==> src/rtl/uart_pkg.sv <==
// Shared UART definitions: receiver FSM states, configuration encodings
// and the status bit positions used by the controller's status register.
package uart_pkg;

  typedef enum logic [2:0] {
    ST_IDLE,
    ST_START,
    ST_DATA,
    ST_PARITY,
    ST_STOP,
    ST_WAIT_HIGH
  } rx_state_e;

  localparam logic DATA_BITS_FULL    = 1'b0;
  localparam logic DATA_BITS_REDUCED = 1'b1;
  localparam logic STOP_ONE          = 1'b0;
  localparam logic STOP_TWO          = 1'b1;

  localparam int MIN_BAUD_TICK = 4;

  localparam int STAT_START_COMPLETE_BIT = 0;
  localparam int STAT_DATA_COMPLETE_BIT  = 4;
  localparam int STAT_COMPLETE_BIT       = 8;

endpackage

==> src/rtl/sync_2ff.sv <==
// Two-flop synchronizer for a single asynchronous bit. Resets to 1 so an
// idle serial line is not mistaken for a start bit while coming out of reset.
module sync_2ff (
  input  logic clk,
  input  logic rst,
  input  logic d,
  output logic q
);

  logic meta;

  // Shift the raw input through two flops to settle metastability
  always_ff @(posedge clk or posedge rst) begin
    if (rst) begin
      meta <= 1'b1;
      q    <= 1'b1;
    end else begin
      meta <= d;
      q    <= meta;
    end
  end

endmodule

==> src/rtl/uart_receiver.sv <==
// UART receive datapath: oversamples the synchronized line at mid-bit,
// frames start/data/parity/stop bits and hands each character to a
// one-entry valid/ready holding register with per-character error flags.
module uart_receiver
  import uart_pkg::*;
#(
  parameter int DATA_WIDTH       = 8,
  parameter int BAUD_VALUE_WIDTH = 16
) (
  input  logic                        clk_i,
  input  logic                        a_rst_i,
  input  logic                        rx_i,
  input  logic [BAUD_VALUE_WIDTH-1:0] baud_tick_val_i,
  input  logic                        data_bit_num_i,
  input  logic                        parity_i,
  input  logic                        stop_bit_num_i,
  output logic [DATA_WIDTH-1:0]       rx_data_o,
  output logic                        rx_valid_o,
  input  logic                        rx_ready_i,
  output logic                        parity_err_o,
  output logic                        frame_err_o,
  output logic                        overrun_o,
  output logic                        start_complete_o,
  output logic                        data_complete_o,
  output logic                        rx_complete_o
);

  localparam int BIT_CNT_W = $clog2(DATA_WIDTH) + 1;
  localparam int IDX_W     = $clog2(DATA_WIDTH);

  localparam logic [BAUD_VALUE_WIDTH-1:0] BAUD_ONE  = BAUD_VALUE_WIDTH'(1);
  localparam logic [BAUD_VALUE_WIDTH-1:0] BAUD_MIN  = BAUD_VALUE_WIDTH'(MIN_BAUD_TICK);
  localparam logic [BIT_CNT_W-1:0]        LAST_FULL = BIT_CNT_W'(DATA_WIDTH - 1);
  localparam logic [BIT_CNT_W-1:0]        LAST_RED  = BIT_CNT_W'(DATA_WIDTH - 2);
  localparam logic [BIT_CNT_W-1:0]        CNT_ONE   = BIT_CNT_W'(1);

  rx_state_e state, state_next;

  logic                        rx_s;
  logic [BAUD_VALUE_WIDTH-1:0] baud_cnt;
  logic [BAUD_VALUE_WIDTH-1:0] p_eff;
  logic [BAUD_VALUE_WIDTH-1:0] p_lat;
  logic                        data_red_lat;
  logic                        par_en_lat;
  logic                        stop_two_lat;
  logic [BIT_CNT_W-1:0]        bit_cnt;
  logic [BIT_CNT_W-1:0]        last_bit;
  logic [DATA_WIDTH-1:0]       shift_data;
  logic                        par_acc;
  logic                        frame_acc;
  logic                        stop_idx;
  logic                        final_stop;
  logic                        tick;

  logic start_det, start_ok, data_sample, data_done;
  logic parity_sample, stop_sample, finish, reload;

  sync_2ff u_sync (
    .clk (clk_i),
    .rst (a_rst_i),
    .d   (rx_i),
    .q   (rx_s)
  );

  assign p_eff      = (baud_tick_val_i < BAUD_MIN) ? BAUD_MIN : baud_tick_val_i;
  assign tick       = (baud_cnt == '0);
  assign last_bit   = (data_red_lat == DATA_BITS_REDUCED) ? LAST_RED : LAST_FULL;
  assign final_stop = (stop_two_lat == STOP_TWO) ? stop_idx : 1'b1;

  // FSM state register
  always_ff @(posedge clk_i or posedge a_rst_i) begin
    if (a_rst_i) begin
      state <= ST_IDLE;
    end else begin
      state <= state_next;
    end
  end

  // Next-state logic and the per-cycle sampling strobes
  always_comb begin
    state_next    = state;
    start_det     = 1'b0;
    start_ok      = 1'b0;
    data_sample   = 1'b0;
    data_done     = 1'b0;
    parity_sample = 1'b0;
    stop_sample   = 1'b0;
    finish        = 1'b0;
    reload        = 1'b0;
    unique case (state)
      ST_IDLE: begin
        if (!rx_s) begin
          start_det  = 1'b1;
          state_next = ST_START;
        end
      end
      ST_START: begin
        if (tick) begin
          reload = 1'b1;
          if (rx_s) begin
            state_next = ST_IDLE;
          end else begin
            start_ok   = 1'b1;
            state_next = ST_DATA;
          end
        end
      end
      ST_DATA: begin
        if (tick) begin
          reload      = 1'b1;
          data_sample = 1'b1;
          if (bit_cnt == last_bit) begin
            data_done  = 1'b1;
            state_next = par_en_lat ? ST_PARITY : ST_STOP;
          end
        end
      end
      ST_PARITY: begin
        if (tick) begin
          reload        = 1'b1;
          parity_sample = 1'b1;
          state_next    = ST_STOP;
        end
      end
      ST_STOP: begin
        if (tick) begin
          reload      = 1'b1;
          stop_sample = 1'b1;
          if (final_stop) begin
            finish     = 1'b1;
            state_next = (frame_acc || !rx_s) ? ST_WAIT_HIGH : ST_IDLE;
          end
        end
      end
      ST_WAIT_HIGH: begin
        if (rx_s) begin
          state_next = ST_IDLE;
        end
      end
      default: state_next = ST_IDLE;
    endcase
  end

  // Bit timing, configuration capture and per-frame accumulation
  always_ff @(posedge clk_i or posedge a_rst_i) begin
    if (a_rst_i) begin
      baud_cnt     <= '0;
      p_lat        <= '0;
      data_red_lat <= 1'b0;
      par_en_lat   <= 1'b0;
      stop_two_lat <= 1'b0;
      bit_cnt      <= '0;
      shift_data   <= '0;
      par_acc      <= 1'b0;
      frame_acc    <= 1'b0;
      stop_idx     <= 1'b0;
    end else begin
      if (start_det) begin
        baud_cnt     <= (p_eff >> 1) - BAUD_ONE;
        p_lat        <= p_eff;
        data_red_lat <= data_bit_num_i;
        par_en_lat   <= parity_i;
        stop_two_lat <= stop_bit_num_i;
        bit_cnt      <= '0;
        shift_data   <= '0;
        par_acc      <= 1'b0;
        frame_acc    <= 1'b0;
        stop_idx     <= 1'b0;
      end else if (reload) begin
        baud_cnt <= p_lat - BAUD_ONE;
      end else if (!tick) begin
        baud_cnt <= baud_cnt - BAUD_ONE;
      end
      if (data_sample) begin
        shift_data[bit_cnt[IDX_W-1:0]] <= rx_s;
        bit_cnt                        <= bit_cnt + CNT_ONE;
        par_acc                        <= par_acc ^ rx_s;
      end
      if (parity_sample) begin
        par_acc <= par_acc ^ rx_s;
      end
      if (stop_sample) begin
        stop_idx <= 1'b1;
        if (!rx_s) begin
          frame_acc <= 1'b1;
        end
      end
    end
  end

  // Phase pulses, holding register delivery, overrun and consumer handshake
  always_ff @(posedge clk_i or posedge a_rst_i) begin
    if (a_rst_i) begin
      rx_data_o        <= '0;
      rx_valid_o       <= 1'b0;
      parity_err_o     <= 1'b0;
      frame_err_o      <= 1'b0;
      overrun_o        <= 1'b0;
      start_complete_o <= 1'b0;
      data_complete_o  <= 1'b0;
      rx_complete_o    <= 1'b0;
    end else begin
      start_complete_o <= start_ok;
      data_complete_o  <= data_done;
      rx_complete_o    <= finish;
      overrun_o        <= 1'b0;
      if (finish) begin
        if (!rx_valid_o || rx_ready_i) begin
          rx_data_o    <= shift_data;
          parity_err_o <= par_en_lat & par_acc;
          frame_err_o  <= frame_acc | ~rx_s;
          rx_valid_o   <= 1'b1;
        end else begin
          overrun_o <= 1'b1;
        end
      end else if (rx_valid_o && rx_ready_i) begin
        rx_valid_o <= 1'b0;
      end
    end
  end

endmodule

==> config.mk <==
export PLATFORM = sky130hd
export DESIGN_NAME = uart_receiver
export DESIGN_NICKNAME = d
export VERILOG_FILES = /design/src/rtl/uart_pkg.sv /design/src/rtl/sync_2ff.sv /design/src/rtl/uart_receiver.sv
export SDC_FILE = /design/constraint.sdc
export NUM_CORES = 1
export LEC_CHECK = 0
export CAP_MARGIN = 0
export CORE_MARGIN = 3
export CORE_UTILIZATION = 30
export DETAILED_ROUTE_END_ITERATION = 6
export PLACE_DENSITY = 0.53
export RECOVER_POWER = 50
export SETUP_SLACK_MARGIN = 0.2
export SKIP_LAST_GASP = 1
export SLEW_MARGIN = 20
export SYNTH_ARGS = -nofsm -noshare
export SYNTH_HDL_FRONTEND = slang
export SYNTH_SLANG_ARGS = --single-unit
==> constraint.sdc <==
create_clock -name clk_i -period 3.7 [get_ports clk_i]
set_clock_uncertainty 0.15 [all_clocks]
set_input_delay 0.925 -clock clk_i [delete_from_list [all_inputs] [get_ports clk_i]]
set_output_delay 0.925 -clock clk_i [all_outputs]
set_load 0.02 [all_outputs]
# Word level (Yosys, flattened, before mapping)
# Index checks and enable logic that the tools add are counted.
# classes
n_mux,52
n_bitwise,4
eq_ne,16
n_reduce_logical,16
addsub,4
n_lt_le_gt_ge,3
# op_table
cell,n
two-way mux 16 bit,4
"subtractor 16 x 1 -> 16 bit, second input constant",2
two-way mux 1 bit,30
two-way mux 3 bit,10
case mux 3 bit (6 select lines),1
zero test 16 bit,1
"< comparator 16 x 3 -> 1 bit, second input constant",1
two-way mux 8 bit,2
"subtractor 15 x 1 -> 16 bit, second input constant",1
"inequality test 2 bit, second input constant",7
bitwise mux 8 bit,1
two-way mux 4 bit,2
AND reduction 8 bit,1
"== test 3 x 2 -> 1 bit, second input constant",2
"== test 3 bit, second input constant",2
nonzero test 2 bit,3
"adder 4 x 1 -> 4 bit, second input constant",1
== test 4 x 3 -> 1 bit,1
"< comparator 3 x 4 -> 1 bit, second input constant",1
"inequality test 2 x 1 -> 1 bit, second input constant",2
AND reduction 2 bit,2
OR reduction 4 bit,1
demux 1 bit (select 3 bit),1
"== test 3 x 1 -> 1 bit, second input constant",1
12 further kinds,15
# totals
elab_cells,116
inputBits,23
reg_bits,70
output_inout_bits,15

# Depth between registers and ports, before layout
# depth
depth_word,6
depth_mapped,10
depth_no_buf,9

# Hierarchy
# From an unflattened synthesis, not the netlist that was laid out.
# hier_totals
hier_cells,364
area_unflattened_um2,3509.6
# by_module_without_submodules
mod,n_inst,area_each_um2,cells_each,seq_area_each_um2
uart_receiver,1,3453.3,361,1701.6
sync_2ff,1,56.3,3,52.6

# Least setup slack after synthesis
# No wires, ideal clock.
# synth_path
path_type,input to register
startpoint,input baud_tick_val_i[13]
endpoint,register baud_cnt[12]
required_ns,3.418
arrival_time_ns,2.763
path_stages,9
setup_slack_ns,0.655
setup_time_ns,0.132
path_cell_list,nor4_1 > nand4_1 > and3_1 > a211oi_2 > ha_1 > nor3b_2 > and3_1 > xnor2_1 > nor2_1
# synth_between
elab_chain_len,4
# synth_rtl
element,line_no,rtl
"start, declared",uart_receiver.sv:13,"input logic [BAUD_VALUE_WIDTH-1:0] baud_tick_val_i,"
< comparator 16 x 3 -> 1 bit,uart_receiver.sv:65,assign p_eff = (baud_tick_val_i < BAUD_MIN) ? BAUD_MIN : baud_tick_val_i;
two-way mux 16 bit *,uart_receiver.sv:65,
subtractor 15 x 1 -> 16 bit *,uart_receiver.sv:159,baud_cnt <= (p_eff >> 1) - BAUD_ONE;
two-way mux 16 bit *,uart_receiver.sv:158,if (start_det) begin
"end signal, assigned",uart_receiver.sv:159,
"end signal, assigned",uart_receiver.sv:170,baud_cnt <= p_lat - BAUD_ONE;
"end signal, assigned",uart_receiver.sv:172,baud_cnt <= baud_cnt - BAUD_ONE;
"end, declared",uart_receiver.sv:40,logic [BAUD_VALUE_WIDTH-1:0] baud_cnt;
# Every way passes the cells marked *; elsewhere a longest branch is shown, timed or not.
# A chain may end at the register's enable or synchronous reset.

# Final worst setup path
# layout_path
startpoint,input baud_tick_val_i[14]
endpoint,register baud_cnt[13]
# The elaborated chain is that of the path after synthesis.

==> summary.md <==
| Metric | Value |
|---|---|
| FF-to-FF End | baud_cnt[15]$_DFFE_PP0P_ |
| Area of all sequential standard cells | around 1800 µm² |
| Via count of the first global-routing pass | around 2900 |
| Average routed wire per standard cell | 15.0 µm |
| Drt drc | 0 |
| Hold path start | u_sync.meta$_DFF_PP1_ |
| RD Place Congestion | slightly above 0.8 |
| Distinct cell type count after synthesis | 54 |
| Unrepaired setup endpoints after global routing | true |
| Remaining antenna violation count | 0 |
| Commonest non-fill, non-tap cell in the layout | dfrtp_1 |
| Number of buffers added for setup after CTS | 0 |
| Post-synth EDFFs | 0 |
| Die Outline Area | ~13000 µm² |
| Cell Rows | 38 |
| Worst Path Max Fanout | 5 |
| Number of placed cells counting well taps | roughly 550 |
| Total power density per cell area | 719 nW/µm² |
| Largest delay contributor family on the critical path | simple AND/OR/NAND/NOR gates |
| Total negative setup slack | 0 ps |
| Die outline height | 114 µm |
| Area growth syn-to-layout | 27.5% |
| Total wire length | approximately 8.5 mm |
| Critical register-to-register path startpoint | state[1]$_DFFE_PP0P_ |
| Worst stage delay on the critical path | between 400 and 500 ps |
| Destination of the worst hold path | u_sync.q$_DFF_PP1_ |
| Instance count of the mapped netlist | roughly 370 |
| Worst Tran Pin Value | about 1700 ps |
| Synth Area in XOR/XNOR | around 2.0% |
| Synth Area in Adders | less than 1% |
| Violated checks | capacitance limit, slew limit |
| Number of clock buffers inserted by TritonCTS | 9 |
| CP endpoint kind | flop |
| Worst R2R Setup Slack | 610 ps |
| Hold WC Path Type | flop to flop |
| Total inserted antenna cells | 0 |
| Result of the run | complete, but fails checks |
| CTS Root Cell | clkbuf_16 |
| Final Hold Viols | 0 |
| Data arrival time at the worst-slack endpoint | 3430 ps |
| Static power due to leakage | slightly below 2 nW |
| Max-Slew Margin vs Limit | -15.7% |
| Peak supply drop | ~0.34 mV |
| Area fraction in and, or, nand and nor cells after synthesis | a little under a quarter |
| Post-synth net total | 390 |
| Drt initial violations | 103 |
| Leftover overflow at the end of global routing | 0 |
| Worst-path cell with the longest stage delay | clkdlybuf4s50_1 |
| Area of the multi-input gates | about 1600 µm² |
| Dominant cell type by area after synthesis | dfrtp_1 |
| Class of the most critical setup path | primary input to flop |
| Total GRT Usage | 14.2% |
| Share of flip-flops with an asynchronous set or reset after synthesis | between 90% and 100% |
| Drt via density | approximately 5.0 |
| Synthesized area per cell | approximately 9.5 µm² |
| Main combinational cell family by area after synthesis | simple AND/OR/NAND/NOR gates |
| Design Area, Final | roughly 4400 µm² |
| Effective utilization at floorplan | between 30% and 40% |
| Ratio of cells with drive above 1 in the final layout | 15.3% |
| Initial antenna violation count | 0 |
| Clock buffer depth | 2 |
| Post-detail-place hpwl | 6.07 mm |
| Die Wd | approximately 110 µm |
| Share of Yosys cell area claimed by the top area cell type | about half |
| Share of the clock period used by the worst path | roughly 91% |
| Pre-Repair DR Iteration Count | 4 |
| H-tree depth | 3 |
| Insertion delay of the later-clocked pin in the worst-skew pair | 330 ps |
| Crit path cell chain | clkdlybuf4s50_1, nor4_1, nand4_1, and3_1, a211oi_2, buf_4, nand4_2, nor4_2, mux2_1 |
| Required time of the critical path | around 3800 ps |
| Number of top-level pins | 38 |
| Count of non-filler cells in the finished layout | around 570 |
| Minimum clock period | between 3000 and 4000 ps |
| Upper clock frequency limit | 297 MHz |
| Number of buffers and inverters on the critical path | 2 |
| Vias | 2841 |
| Layout Nets | about 450 |
| Depth of the worst hold-timing path | 0 |
| Total of warnings raised by yosys | 0 |
| Top post-synthesis cells by area | dfrtp_1, nand2_1, nor2_1 |
| Synthesized cell area | 3470 µm² |
| Maximum number of pins on one net before global-route repair | 71 |
| Fill cells | around 1100 |
| Number of I/O port buffers | 37 |
| Max-slew violation total from the final report | just over 70 |
| Register bit total from synthesis | 70 |
| TritonCTS clock tree | done |
| Share of synthesized area spent on multiplexers | ~6% |
| Portion of the post-synthesis area used by sequential elements | ~51% |
| Setup violators final | 0 |
| Clock net sink count | 70 |
| Critical path startpoint category | primary input |
| Number of cells on the worst reg-to-reg path | 8 |
| Core box area | 11100 µm² |
| Wire length of the first global-routing pass | approximately 14 mm |
| Top library cells by usage in the layout, fill and taps aside | dfrtp_1, nand2_1, nor2_1 |
| Most used DFF post-synth | dfrtp_1 |
| Max cap viols | 1 |
| Clock input transition at the sequential cells of the worst setup and hold paths | 60 ps |
| Hold Slack | about 200 ps |
| Compound-cell area share of the yosys netlist | 14.0% |
| Placed standard-cell area | 4140 µm² |
worst reg2reg max path, stage by stage, from the launching register on:
cell,delay [ps]
dfrtp_1,380
or4_1,780
buf_4,310
o22ai_1,230
a211oi_1,170
nor4_1,370
o211ai_1,160
or4_1,410
nand2_1,70
metal layers:
| layer | part of all wire (%) | up-vias | wire length (µm) | global-route usage [%] |
|---|---|---|---|---|
| met5 | 0 | - | 0 | 0 |
| met4 | 1.5 | 0 | 131 | 4.49 |
| met3 | 5.1 | 12 | 437 | 4.56 |
| met2 | 47 | 58 | 3980 | 22.1 |
| met1 | 47 | 1358 | 3950 | 19.0 |
| li1 | - | 1413 | - | - |
kinds of logic (layout without fill, tap and decap cells):
| group | after synthesis | after routing |
|---|---|---|
| compound gates | 73 | 73 |
| xor+xnor | 8 | 8 |
| fa+ha+maj | 2 | 2 |
| buf+inv | 25 | 85 |
| flops | 70 | 70 |
| mux | 19 | 19 |
| simple gates | 168 | 168 |
how the worst max path moves through the flow:
stage                               end                 from  slack (ps)  cells after the start
2_1_floorplan  baud_cnt[12]$_DFFE_PP0P_  baud_tick_val_i[13]         660                      9
3_3_place_gp   baud_cnt[13]$_DFFE_PP0P_  baud_tick_val_i[14]          50                      9
3_5_place_dp   baud_cnt[13]$_DFFE_PP0P_  baud_tick_val_i[14]         -40                      9
4_1_cts        baud_cnt[13]$_DFFE_PP0P_  baud_tick_val_i[14]         280                      9
5_1_grt        baud_cnt[13]$_DFFE_PP0P_  baud_tick_val_i[14]         190                      9
6_report       baud_cnt[13]$_DFFE_PP0P_  baud_tick_val_i[14]         330                      9
repair_timing:
item | in CTS | in global routing
resized for setup | 0 | 2
setup endpoints to repair | 0 | 4
hold buffers | 0 | 0
cells in the mapped netlist (3+ instances only):
master,count
inv_1,7
nand4_1,4
or4_1,4
buf_2,5
nor2b_1,4
nor4_1,10
nor2_1,38
o21ai_1,3
mux2i_1,5
nor3b_1,3
dfrtp_1,68
nor3_1,4
and3_1,4
a21oi_1,14
and2_1,4
a221o_1,3
clkbuf_1,8
o21ai_0,22
nand2_1,63
nand3_1,20
buf_1,4
mux2_2,12
a21o_1,7
xnor2_1,6
power breakdown:
group | switching, mW | internal [mW]
Clock | 0.345 | 0.524
Sequential | 0.140 | 0.976
Combinational | 0.687 | 0.515
Total | 1.17 | 2.01
layout make-up:
cell class	instances	share of cell area (%)
well taps	140	3.95
multi-input cells	270	36.7
repair buffers	62	12.5
inverters	7	0.593
clock buffers	9	5.08
clock inverters	7	1.64
flip-flops and latches	70	39.6
through the flow:
step / util (%) / setup slack [ps] / total power [mW]
global placement: 37.4 / 53.6 / 2.32
global route: 40.0 / 192 / 3.42
CTS: 40.0 / 284 / 3.23
floorplan: - / 655 / 1.99
finish: 40.0 / 332 / 3.19
detailed placement: 37.4 / -41.7 / 2.33
flip-flops by register name, summed over array words and instances (netlist names), 3 cells and up:
signal      count
p_lat          16
state           3
bit_cnt         4
shift_data      8
rx_data_o       8
baud_cnt       16
(Power assumes the default switching activity.)
